[config.mk]
export PLATFORM = sky130hd
export DESIGN_NAME = cheri_lsu_arb
export DESIGN_NICKNAME = d
export VERILOG_FILES = /design/src/rtl/cheri_pkg.sv /design/src/rtl/cheri_own_fifo.sv /design/src/rtl/cheri_lsu_arb.sv
export SDC_FILE = /design/constraint.sdc
export NUM_CORES = 1
export LEC_CHECK = 0
export BUFFER_PORTS_ARGS = -buffer_cell sky130_fd_sc_hd__buf_2
export CAP_MARGIN = 20
export CORE_AREA = 2 2 110 112
export DETAILED_ROUTE_END_ITERATION = 8
export DIE_AREA = 0 0 112 114
export GPL_TIMING_DRIVEN = 0
export SLEW_MARGIN = 20
export SYNTH_ARGS = -nofsm -noshare
export SYNTH_HDL_FRONTEND = slang
export SYNTH_SLANG_ARGS = --single-unit
export TNS_END_PERCENT = 20
[constraint.sdc]
create_clock -name clk_i -period 2.2 [get_ports clk_i]
set_clock_uncertainty 0.05 [all_clocks]
set_input_delay 0.22 -clock clk_i [delete_from_list [all_inputs] [get_ports clk_i]]
set_output_delay 0.22 -clock clk_i [all_outputs]
set_load 0.005 [all_outputs]
[src/rtl/cheri_pkg.sv]
`default_nettype none
// +----------------------------------------------------------------------+
// | cheri_pkg: shared types for the LSU data-bus arbiter and its FIFO.   |
// | Revision: 1.0                                                         |
// +----------------------------------------------------------------------+
package cheri_pkg;

  localparam int unsigned BUS_AW = 32;
  localparam int unsigned BUS_DW = 33;

  typedef enum logic {
    OWN_CPU  = 1'b0,
    OWN_STKZ = 1'b1
  } arb_owner_e;

  typedef enum logic [1:0] {
    ARB_IDLE      = 2'd0,
    ARB_LOCK_CPU  = 2'd1,
    ARB_LOCK_STKZ = 2'd2
  } arb_state_e;

  // Address-phase fields of one master, packed in bus order.
  typedef struct packed {
    logic              we;
    logic              is_cap;
    logic [BUS_AW-1:0] addr;
    logic [BUS_DW-1:0] wdata;
  } arb_req_t;

endpackage
`default_nettype wire

[src/rtl/cheri_own_fifo.sv]
`default_nettype none
// +----------------------------------------------------------------------+
// | cheri_own_fifo: 1-bit-wide ownership FIFO, push/pop in one cycle.   |
// | Revision: 1.0                                                         |
// +----------------------------------------------------------------------+
module cheri_own_fifo #(
  parameter int unsigned DEPTH = 2
) (
  input  logic clk_i,
  input  logic rst_ni,
  input  logic push,
  input  logic din,
  input  logic pop,
  output logic full,
  output logic empty,
  output logic head
);

  localparam int unsigned PW = (DEPTH > 1) ? $clog2(DEPTH) : 1;
  localparam int unsigned CW = $clog2(DEPTH + 1);

  logic [DEPTH-1:0] mem;
  logic [PW-1:0]    wr_ptr;
  logic [PW-1:0]    rd_ptr;
  logic [CW-1:0]    count;
  logic             do_push;
  logic             do_pop;

  function automatic logic [PW-1:0] bump(input logic [PW-1:0] p);
    return (p == PW'(DEPTH - 1)) ? '0 : p + 1'b1;
  endfunction

  assign empty   = (count == '0);
  assign full    = (count == CW'(DEPTH));
  assign head    = mem[rd_ptr];
  // A pop frees the slot first, so a full FIFO still accepts a same-cycle push.
  assign do_pop  = pop & ~empty;
  assign do_push = push & (~full | do_pop);

  always_ff @(posedge clk_i or negedge rst_ni) begin
    if (!rst_ni) begin
      mem    <= '0;
      wr_ptr <= '0;
      rd_ptr <= '0;
      count  <= '0;
    end else begin
      if (do_push) begin
        mem[wr_ptr] <= din;
        wr_ptr      <= bump(wr_ptr);
      end
      if (do_pop) begin
        rd_ptr <= bump(rd_ptr);
      end
      if (do_push != do_pop) begin
        count <= do_push ? count + 1'b1 : count - 1'b1;
      end
    end
  end

endmodule
`default_nettype wire

[src/rtl/cheri_lsu_arb.sv]
`default_nettype none
// +----------------------------------------------------------------------+
// | cheri_lsu_arb: CPU / stack-zeroizer arbiter onto the 33-bit data bus |
// | with in-order response steering. Revision: 1.0                        |
// +----------------------------------------------------------------------+
module cheri_lsu_arb
  import cheri_pkg::*;
#(
  parameter int unsigned MaxOutstanding = 2,
  parameter int unsigned StarveLimit    = 4
) (
  input  logic        clk_i,
  input  logic        rst_ni,
  input  logic        cpu_req_i,
  input  logic        cpu_we_i,
  input  logic        cpu_is_cap_i,
  input  logic [31:0] cpu_addr_i,
  input  logic [32:0] cpu_wdata_i,
  output logic        cpu_gnt_o,
  output logic        cpu_rvalid_o,
  output logic        cpu_err_o,
  output logic [32:0] cpu_rdata_o,
  input  logic        stkz_req_i,
  input  logic        stkz_we_i,
  input  logic        stkz_is_cap_i,
  input  logic [31:0] stkz_addr_i,
  input  logic [32:0] stkz_wdata_i,
  output logic        stkz_req_done_o,
  output logic        stkz_rvalid_o,
  output logic        stkz_err_o,
  output logic        data_req_o,
  output logic        data_we_o,
  output logic        data_is_cap_o,
  output logic [31:0] data_addr_o,
  output logic [32:0] data_wdata_o,
  input  logic        data_gnt_i,
  input  logic        data_rvalid_i,
  input  logic        data_err_i,
  input  logic [32:0] data_rdata_i
);

  localparam int unsigned SCW = $clog2(StarveLimit + 1);

  localparam logic [1:0] ST_IDLE      = 2'(ARB_IDLE);
  localparam logic [1:0] ST_LOCK_CPU  = 2'(ARB_LOCK_CPU);
  localparam logic [1:0] ST_LOCK_STKZ = 2'(ARB_LOCK_STKZ);

  logic [1:0]     state_q;
  logic [1:0]     state_d;
  logic [SCW-1:0] starve_q;
  logic [SCW-1:0] starve_d;
  logic           starved;
  logic           sel_stkz;
  logic           src_req;
  logic           issuable;
  logic           fifo_push;
  logic           fifo_pop;
  logic           fifo_full;
  logic           fifo_empty;
  logic           fifo_head;
  arb_req_t       cpu_bus;
  arb_req_t       stkz_bus;
  arb_req_t       sel_bus;

  assign cpu_bus  = '{we: cpu_we_i, is_cap: cpu_is_cap_i, addr: cpu_addr_i, wdata: cpu_wdata_i};
  assign stkz_bus = '{we: stkz_we_i, is_cap: stkz_is_cap_i, addr: stkz_addr_i, wdata: stkz_wdata_i};
  assign starved  = (starve_q == SCW'(StarveLimit));

  // A presented-but-ungranted request freezes the select until its grant.
  always_comb begin
    sel_stkz = 1'b0;
    unique case (state_q)
      ST_LOCK_CPU:  sel_stkz = 1'b0;
      ST_LOCK_STKZ: sel_stkz = 1'b1;
      default:      sel_stkz = stkz_req_i & (~cpu_req_i | starved);
    endcase
  end

  assign fifo_pop   = data_rvalid_i & ~fifo_empty;
  assign issuable   = ~fifo_full | fifo_pop;
  assign src_req    = sel_stkz ? stkz_req_i : cpu_req_i;
  assign sel_bus    = sel_stkz ? stkz_bus : cpu_bus;

  assign data_req_o = src_req & issuable;
  assign {data_we_o, data_is_cap_o, data_addr_o, data_wdata_o} = data_req_o ? sel_bus : '0;

  assign fifo_push       = data_req_o & data_gnt_i;
  assign cpu_gnt_o       = fifo_push & ~sel_stkz;
  assign stkz_req_done_o = fifo_push & sel_stkz;

  assign cpu_rvalid_o  = fifo_pop & (fifo_head == OWN_CPU);
  assign stkz_rvalid_o = fifo_pop & (fifo_head == OWN_STKZ);
  assign cpu_err_o     = cpu_rvalid_o & data_err_i;
  assign stkz_err_o    = stkz_rvalid_o & data_err_i;
  assign cpu_rdata_o   = data_rdata_i;

  always_comb begin
    state_d = ST_IDLE;
    if (data_req_o && !data_gnt_i) begin
      state_d = sel_stkz ? ST_LOCK_STKZ : ST_LOCK_CPU;
    end
  end

  always_comb begin
    starve_d = starve_q;
    if (!stkz_req_i || stkz_req_done_o) begin
      starve_d = '0;
    end else if (cpu_gnt_o && !starved) begin
      starve_d = starve_q + 1'b1;
    end
  end

  always_ff @(posedge clk_i or negedge rst_ni) begin
    if (!rst_ni) begin
      state_q  <= ST_IDLE;
      starve_q <= '0;
    end else begin
      state_q  <= state_d;
      starve_q <= starve_d;
    end
  end

  cheri_own_fifo #(
    .DEPTH (MaxOutstanding)
  ) u_own_fifo (
    .clk_i  (clk_i),
    .rst_ni (rst_ni),
    .push   (fifo_push),
    .din    (sel_stkz),
    .pop    (fifo_pop),
    .full   (fifo_full),
    .empty  (fifo_empty),
    .head   (fifo_head)
  );

`ifndef SYNTHESIS
  // Stray responses are dropped by the pop gating; this only reports them.
  a_no_stray_rvalid: assert property (@(posedge clk_i) disable iff (!rst_ni)
    data_rvalid_i |-> !fifo_empty)
    else $warning("cheri_lsu_arb: data_rvalid_i with no outstanding transaction ignored");

  a_cpu_hold: assert property (@(posedge clk_i) disable iff (!rst_ni)
    (state_q == ST_LOCK_CPU) |-> (cpu_req_i && $stable(cpu_addr_i)));

  a_stkz_hold: assert property (@(posedge clk_i) disable iff (!rst_ni)
    (state_q == ST_LOCK_STKZ) |-> (stkz_req_i && $stable(stkz_addr_i)));

  a_one_grant: assert property (@(posedge clk_i) disable iff (!rst_ni)
    !(cpu_gnt_o && stkz_req_done_o));
`endif

endmodule
`default_nettype wire
Word level (Yosys, flattened, before mapping):

Index checks and enable logic that the tools add are counted.

* register bits after elaboration: 11
* bits of input ports: 174
* output and inout port bits: 107

* add/sub/neg operators: 5
* order comparisons: 3
* eq/ne operators: 5
* multiplexer cells: 16
* bitwise operators: 20
* reductions and logical operators: 9

Operators with widths (count)
* two-way mux 67 bit: 2
* bitwise AND 1 bit: 12
* two-way mux 1 bit: 6
* two-way mux 2 bit: 3
* two-way mux 3 bit: 2
* NOT 1 bit: 5
* == test 2 bit, second input constant: 2
* < comparator 1 x 2 -> 1 bit, second input constant: 2
* adder 3 x 1 -> 3 bit, second input constant: 1
* == test 3 bit, second input constant: 1
* logical AND 1 bit: 3
* zero test 1 bit: 3
* OR 1 bit: 3
* adder 1 bit, second input constant: 2
* adder 2 x 1 -> 2 bit, second input constant: 1
* bitwise mux 2 bit: 1
* == test 2 x 1 -> 1 bit, second input constant: 1
* zero test 2 bit: 1
* case mux 1 bit (2 select lines): 1
* nonzero test 2 bit: 1
* subtractor 2 x 1 -> 2 bit, second input constant: 1
* demux 1 bit (select 1 bit): 1
* greater-or-equal comparator 1 bit, second input constant: 1
* logical OR 1 bit: 1
* != test 1 bit: 1

Logic depth before layout (Yosys ltp):

Gate-level depths: netlist of run 1.

* depth after elaboration: 11
* mapped depth: 8
* gate-level depth less buffers: 6

Cells and area by module:

A second synthesis of run 1 with hierarchy kept.

* cells, all modules: 333
* area total of the unflattened synthesis: 1908.1 µm²

Modules (own cells, without submodules)
* cheri_lsu_arb: instances 1, cells each 303, area each 1585.3 µm²
* cheri_own_fifo: instances 1, cells each 30, area each 322.8 µm²

Worst setup path after synthesis of run 1:

No wires, ideal clock.

* path type: reg-to-output
* from: reg state_q[0]
* to: out data_addr_o[1]
* arrival: 1.612 ns
* setup slack: 0.318 ns
* cell stages (with the launch flop): 8
* buffers on the path: 2
* cells stage by stage: dfrtp_1 -> inv_1 -> ha_1 -> or3b_2 -> o211ai_2 -> buf_6 -> buf_6 -> a21oi_1

* cells in the longest elaborated chain, start to end: 5
* elaborated cells on any way between the ends: 7
* those cells by class: eq/ne (2); mux (4); bitwise (1)

Ends and longest elaborated chain
* from (decl): line cheri_lsu_arb.sv:48 `logic [1:0] state_q;`
* from (signal assigned): line cheri_lsu_arb.sv:118 `state_q <= state_d;`
* == test 2 bit / == test 2 x 1 -> 1 bit (equally long branches): line cheri_lsu_arb.sv:72 `unique case (state_q)`
* case mux 1 bit (2 select lines) *: line cheri_lsu_arb.sv:72
* two-way mux 1 bit: line cheri_lsu_arb.sv:81 `assign src_req = sel_stkz ? stkz_req_i : cpu_req_i;`
* bitwise AND 1 bit: line cheri_lsu_arb.sv:84 `assign data_req_o = src_req & issuable;`
* two-way mux 67 bit *: line cheri_lsu_arb.sv:85 `assign {data_we_o, data_is_cap_o, data_addr_o, data_wdata_o} = data_req_o ? sel_bus : '0;`
* to (decl): line cheri_lsu_arb.sv:34 `output logic [31:0] data_addr_o,`

Every way passes the cells marked *; elsewhere a longest branch is shown, timed or not.

Worst setup path in the final report of run 1:

* from: reg state_q[1]
* to: out data_addr_o[22]

Same word-level chain as after synthesis.

==> reports/qor.txt, run 1 <==
=========================================================================================
Total routed wire length on the met1 layer                                        3480 µm
Relative slew slack                                                                 0.731
Number of global-route vias before repair                                            2708
Effective utilization at floorplan                                                  0.160
Aggregate negative setup slack                                                   -1.10 ns
Die outline area                                                               0.0128 mm²
Min-delay worst type                                                         input port to register
Initial drt markers                                                                    83
Setup CP Type                                                                register to output pin
Mapped Nets                                                                           501
Final number of setup-violating endpoints                                              35
Maximum number of pins on one net before global-route repair                           12
Data arrival time of the worst path                                               1.99 ns
Tmin final                                                                        2.26 ns
Worst Tran Pin Value                                                             0.399 ns
Total power density per cell area                                              517 mW/mm²
Final HPWL from detailed placement                                                6860 µm
Average size of a mapped cell                                                    5.79 µm²
# fillers                                                                            1259
Sort of element at the end of the critical path                                output pin
Maximum vdd drop                                                               0.000265 V
Layout cells sized above 1                                                          0.647
Syn Std Cell Area                                                             0.00188 mm²
Met3 wire length                                                                   729 µm
Synth warn                                                                              0
Highest routed metal layer                                                           met4
Number of antenna diodes                                                                0
Row count                                                                              40
Met2 WL post-DR                                                                   4910 µm
Floorplan die height                                                               114 µm
Number of cells traversed by the worst register-to-register path                        8
Placed cell area                                                              0.00330 mm²
Worst-skew pair later-pin latency                                                 0.24 ns
Result of the run                                                            finished, violations left
Clock tree from TritonCTS                                                           built
MaxCap Viol Count                                                                       0
Final nets                                                                            779
Post-layout worst setup margin                                                 -0.0610 ns
Final critical-path share of the clock period                                        1.03
Crit Path Max Fanout                                                                    6
Flip-flop and latch count after synthesis                                              11
Remaining global-route overflow                                                         0
Fmax achieved                                                                     442 MHz
Mean routed wirelength per cell                                                   12.3 µm
Static Leakage                                                                    2.29 nW
Setup repair after global routing missed its margin                                   yes
Vias per std cell                                                                    4.11
Top flip-flop cell by instance count after synthesis                              dfrtp_1
Worst setup slack after placement                                               -0.335 ns
Maximum level of the CTS H-tree                                                         1
Number of pins exceeding their max-slew limit in the final report                       0
Gpl congestion                                                                      0.768
Worst setup path startpoint                                                  state_q[1]$_DFF_PN0_
Data required, critical path                                                      1.93 ns
Width of the chip                                                                  112 µm
Sequential-to-total area share from yosys stat                                      0.147
Area of the core                                                               0.0117 mm²
Depth of the worst hold-timing path                                                     2
CTS Buf Count                                                                           3
Worst reg2reg path startpoint                                                state_q[1]$_DFF_PN0_
Slack of the worst reg-to-reg path                                                0.29 ns
Area of all sequential standard cells                                             275 µm²
Sinks on the clock net                                                                 11
Final Hold Vio Count                                                                    0
EDFF count, synth                                                                       0
Residual DRC count                                                                      0
First-pass GRT wire length                                                       13100 µm
Initial antenna violation count                                                         0
Startpoint of the tightest hold check path                                     data_gnt_i
Area growth from synthesis to layout                                                 119%
Fraction of the core area covered by cells at the end of the flow                   0.351
Num ports                                                                             281
Routed WL                                                                         9230 µm
First-pass detailed-route iteration total                                               4
Total track usage                                                                   0.126
Number of port buffers                                                                247
Reg clk slew, reported paths                                                      0.04 ns
Proportion of register bits with asynchronous set or reset after synthesis           1.00
Kind of launch point of the worst setup path                                     register
Worst r2r dst                                                                u_own_fifo.mem[0]$_DFFE_PN0P_
Distinct cell type count after synthesis                                               34
Multi-input combinational cell area                                           0.00141 mm²
Clock tree root driver cell                                                     clkbuf_16
End point of the most critical hold path                                     state_q[0]$_DFF_PN0_
Mapped Cells                                                                          324
Maximum root-to-sink buffer count                                                       2
Violations in the final reports                                              negative setup slack
Total vias in the final route                                                        3076
Cell area after layout                                                        0.00411 mm²
Post-route ant nets                                                                     0
=========================================================================================
## metrics by stage
stage | power, mW | hold slack (ns) | std cells
5_1_grt | 2.30 | 0.220 | 748
6_report | 2.12 | 0.205 | 748
4_1_cts | 2.06 | 0.209 | 744
3_3_place_gp | 1.43 | 0.0473 | 718
3_5_place_dp | 1.43 | 0.0490 | 718
2_1_floorplan | 0.904 | -0.126 | 324
## layout make-up
cell class              count  area share
clock buffers               4      0.0192
inverters                   6     0.00548
plain buffers              56       0.129
repair buffers            274       0.390
well taps                 147      0.0448
multi-input cells         250       0.344
flip-flops and latches     11      0.0670
## layout by cell type (no fill, tap or decap), drive strengths merged
cell,instances
nor2b,2
mux2,1
or2,1
xor2,2
o21ai,5
ha,3
dlygate4sd3,1
o2111ai,1
buf,323
a21oi,68
or3b,2
nand4,1
nand4b,1
nand2,138
o211a,1
o211ai,1
a21boi,2
mux2i,2
nand2b,1
o21bai,1
and2,2
dfrtp,11
o21a,1
o31ai,2
clkbuf,10
nor3,2
inv,6
xnor2,3
nor2,7
## power breakdown
part           leakage (nW)  internal [mW]  switching [mW]  total (mW)
Combinational          2.11          0.804           0.681        1.49
Sequential            0.143          0.261          0.0487       0.310
Clock                0.0382          0.243          0.0860       0.329
## cells in the mapped netlist (2+ instances only)
library cell  count  share of area
dfrtp_1          11           0.15
ha_1              3          0.020
buf_4            34           0.14
nor2b_1           2         0.0067
buf_2            15          0.040
nand2_1         138           0.28
clkbuf_1          5          0.010
o21ai_2           2         0.0093
buf_6             3          0.018
o21ai_0           3         0.0080
nor3_1            2         0.0053
mux2i_1           2          0.011
xnor2_1           3          0.014
and2_1            2         0.0067
a21oi_1          68           0.18
inv_1             5          0.010
xor2_1            2         0.0093
o31ai_1           2         0.0080
nor2_1            7          0.014
## registers in the layout, indices dropped and copies added, names as in the netlist
name,cells
starve_q,3
state_q,2
u_own_fifo.count,2
u_own_fifo.mem,2
u_own_fifo.rd_ptr,1
u_own_fifo.wr_ptr,1
## timing repair
item,CTS,global route
gates resized for setup,83,36
gates cloned,4,2
pin swaps,14,5
setup buffers,18,2
hold endpoints to repair,11,0
hold buffers,1,0
setup endpoints to repair,70,70
## per-layer routing
metal / GRT usage / vias up
li1: - / 1576
met1: 0.148 / 1335
met2: 0.243 / 159
met3: 0.0149 / 6
met4: 0.0301 / 0
met5: 0 / -
## cell families (layout without fill, tap and decap cells)
family / after synthesis / after routing / synth area share
adders and majority gates: 3 / 3 / 0.0200
xor gates and xnor gates: 5 / 5 / 0.0233
and+or+nand+nor: 157 / 157 / 0.333
muxes: 3 / 3 / 0.0167
buffers and inverters: 63 / 340 / 0.216
AOI/OAI and AO/OA: 82 / 82 / 0.245
DFF: 11 / 11 / 0.147
## worst max-delay path by stage
stage | cells after the start | slack, ns | end
after floorplan | 7 | 0.32 | data_addr_o[1]
after global placement | 8 | -0.36 | data_addr_o[1]
after detailed placement | 8 | -0.34 | data_addr_o[1]
after CTS | 8 | -0.07 | data_addr_o[21]
after global routing | 8 | -0.12 | data_wdata_o[8]
final | 8 | -0.06 | data_addr_o[22]
## critical path: stages (launching register included)
cell and delay [ns]:
dfrtp_1 0.38, ha_4 0.30, mux2_4 0.32, o211ai_4 0.18
buf_12 0.15, buf_8 0.13, buf_6 0.12, a21oi_1 0.04
buf_2 0.12
(Power assumes the default switching activity.)
==> run 2, diff against run 1 <==
--- a/config.mk
+++ b/config.mk
@@ -9,4 +9,5 @@
 export CAP_MARGIN = 20
 export CORE_AREA = 2 2 110 112
+export CTS_BUF_LIST = sky130_fd_sc_hd__clkbuf_4 sky130_fd_sc_hd__clkbuf_8 sky130_fd_sc_hd__clkbuf_16
 export DETAILED_ROUTE_END_ITERATION = 8
 export DIE_AREA = 0 0 112 114
--- a/constraint.sdc
+++ b/constraint.sdc
@@ -3,3 +3,3 @@
 set_input_delay 0.22 -clock clk_i [delete_from_list [all_inputs] [get_ports clk_i]]
 set_output_delay 0.22 -clock clk_i [all_outputs]
-set_load 0.005 [all_outputs]
+set_load 0.01 [all_outputs]
==> run 2 against run 1 <==
Effect of this change: first-iteration DRC count fell by 1.2%; maximum frequency fell by 0.38%; final cell count fell by 0.27%; via count fell by 0.98%; total power rose by 3.7%; largest power group unchanged; the flow still finishes with violations (negative setup slack); non-clock buffer count fell by 2; global-route usage fell by 0.12 points; worst setup slack got worse by 0.0087 ns; clock power rose by 4%; combinational power rose by 4%; utilization fell by 0.74 points; die area did not move.
==> reports/qor.txt, run 2 (synthesis gave the netlist of run 1 again) <==
================================================================================
Width of the chip                                                         112 µm   unchanged
Cell Count Post-Placement                                                    718   unchanged
Die outline area                                                      0.0128 mm²   unchanged
MaxCap Viol Count                                                              0   unchanged
Sinks on the clock net                                                        11   unchanged
Number of port buffers                                                       247   unchanged
Initial drt markers                                                           82   -1.2%
Number of pins exceeding their max-slew limit in the final report              0   unchanged
Area growth from synthesis to layout                                        114%
Worst setup slack after placement                                      -0.353 ns   -0.0180 ns
Worst-skew pair later-pin latency                                        0.24 ns   about the same
Worst Tran Pin Value                                                    0.407 ns   +0.00817 ns
Highest routed metal layer                                                  met4
Slack of the worst reg-to-reg path                                       0.31 ns   +0.02 ns
Final nets                                                                   777   -0.26%
Min-delay worst type                                                input port to register
Floorplan die height                                                      114 µm   unchanged
Post-route ant nets                                                            0   unchanged
Number of cells in the finished layout apart from fillers                    746   -0.27%
Number of antenna diodes                                                       0   unchanged
Max FFs per register                                                           3   unchanged
Vias per std cell                                                           4.08   -0.71%
Post-layout worst setup margin                                        -0.0697 ns   -0.00871 ns
Total power density per cell area                                     548 mW/mm²   +5.9%
Data required, critical path                                             1.93 ns   about the same
Area of all sequential standard cells                                    275 µm²   unchanged
Total track usage                                                          0.125   -0.00123
Layout cells sized above 1                                                 0.638   -0.00953
Mean routed wirelength per cell                                          12.1 µm   -2.1%
Cell area after layout                                               0.00402 mm²   -2.1%
Most frequent cells in the layout                                   buf_2 (247), nand2_1 (128), buf_4 (53), a21oi_1 (42), a21oi_2 (26)
Relative slew slack                                                        0.726   -0.00551
Data arrival time of the worst path                                      2.00 ns   about the same
Routed WL                                                                9010 µm   -2.4%
Initial antenna violation count                                                0   unchanged
Setup repair after global routing missed its margin                          yes
CTS Buf Count                                                                  3   unchanged
Final Hold Vio Count                                                           0   unchanged
Maximum vdd drop                                                      0.000244 V   -8.1%
Maximum number of pins on one net before global-route repair                  12   unchanged
Maximum root-to-sink buffer count                                              2   unchanged
Placed cell area                                                     0.00330 mm²   unchanged
Number of global-route vias before repair                                   2693   -0.55%
Final number of setup-violating endpoints                                     64   +83%
Static Leakage                                                           2.26 nW   -1.4%
Multi-input combinational cell area                                  0.00139 mm²   -1.7%
First-pass GRT wire length                                              13000 µm   -0.47%
Row count                                                                     40   unchanged
Num ports                                                                    281   unchanged
Tmin final                                                               2.27 ns   +0.00871 ns
Effective utilization at floorplan                                         0.160   unchanged
Area of the core                                                      0.0117 mm²   unchanged
Remaining global-route overflow                                                0   unchanged
Result of the run                                                   finished, violations left
Final HPWL from detailed placement                                       6860 µm   unchanged
Register name with the most flops                                       starve_q
Maximum level of the CTS H-tree                                                1   unchanged
Clock tree root driver cell                                            clkbuf_16
Total vias in the final route                                               3046   -0.98%
Crit Path Max Fanout                                                           6   unchanged
Sort of element at the end of the critical path                       output pin
Setup CP Type                                                       register to output pin
Fraction of the core area covered by cells at the end of the flow          0.343   -0.00737
Met3 wire length                                                          737 µm   +1.1%
Clock tree from TritonCTS                                                  built
Final critical-path share of the clock period                               1.03   +0.00396
First-pass detailed-route iteration total                                      4   unchanged
Worst hold slack across all endpoints                                   0.205 ns   +0.0000870 ns
# fillers                                                                   1267   +0.64%
Fmax achieved                                                            441 MHz   -0.38%
Cell Chain, Critical Path                                           ha_4, mux2_4, o211ai_4, buf_12, buf_8, buf_6, a21oi_1, buf_2
Leading cell type in the layout, fill and taps excluded                    buf_2
Residual DRC count                                                             0   unchanged
Crit-path max cell delay                                                 0.38 ns   about the same
Worst path slowest cell                                                  dfrtp_1
Kind of launch point of the worst setup path                            register
Gpl congestion                                                             0.768   unchanged
Reg clk slew, reported paths                                             0.04 ns   about the same
Violations in the final reports                                     negative setup slack
Met2 WL post-DR                                                          4800 µm   -2.3%
Total routed wire length on the met1 layer                               3410 µm   -2.1%
================================================================================
-- run 2: cell count changes in the layout (fill, tap and decap cells not counted), moves of 3 or more --
cell,before,now
a21oi_2,29,26
nand2_1,125,128
clkbuf_8,4,1
a21oi_1,39,42
buf_4,47,53
buf_6,15,11
-- run 2: area by class of cell --
type / count / share of cell area
flip-flops and latches: 11 / 0.0685
repair buffers: 272 / 0.375
multi-input cells: 250 / 0.346
inverters: 6 / 0.00560
well taps: 147 / 0.0457
plain buffers: 56 / 0.139
clock buffers: 4 / 0.0205
-- run 2: path summary, 6_finish.rpt --
kind | from | endpoint | cells after the start
setup / recovery | state_q[1]$_DFF_PN0_ | data_addr_o[22] | 8
hold / removal | data_gnt_i | state_q[0]$_DFF_PN0_ | 2
setup reg to reg | state_q[1]$_DFF_PN0_ | u_own_fifo.count[1]$_DFFE_PN0P_ | 7
hold reg to reg | u_own_fifo.rd_ptr$_DFFE_PN0P_ | u_own_fifo.rd_ptr$_DFFE_PN0P_ | 1
max in group asynchronous | rst_ni | state_q[1]$_DFF_PN0_ | 2
min in group asynchronous | rst_ni | u_own_fifo.count[1]$_DFFE_PN0P_ | 2
-- run 2: routing by layer --
metal | vias up | GRT usage
met3 | 4 | 0.0133
met2 | 163 | 0.243
met5 | - | 0
met1 | 1315 | 0.148
li1 | 1564 | -
met4 | 0 | 0.0244
-- run 2: timing repair --
item / CTS / global route
gates cloned: 3 / 1
gates resized for setup: 83 / 23
endpoints found under the hold margin: 11 / 0
endpoints found under the setup margin: 70 / 70
buffers inserted: 18 / 2
hold buffers: 1 / 0
pin swaps: 16 / 10
-- run 2: metrics by stage --
stage | total power [mW] | TNS (ns)
after floorplan | 1.01 | 0
after global placement | 1.54 | -6.57
after detailed placement | 1.54 | -5.49
after CTS | 2.18 | -2.16
after global routing | 2.37 | -6.84
final | 2.20 | -1.84
-- run 2: where the power goes --
part	switching, mW	internal, mW
logic	0.771	0.780
registers	0.0490	0.261
clock network	0.0868	0.255
-- run 2: critical path: cells and delay by family, from the launching register on --
family	cells	cell delay [ns]
compound gates	2	0.22
fa+ha+maj	1	0.30
buf+inv	4	0.54
flops	1	0.38
mux	1	0.32
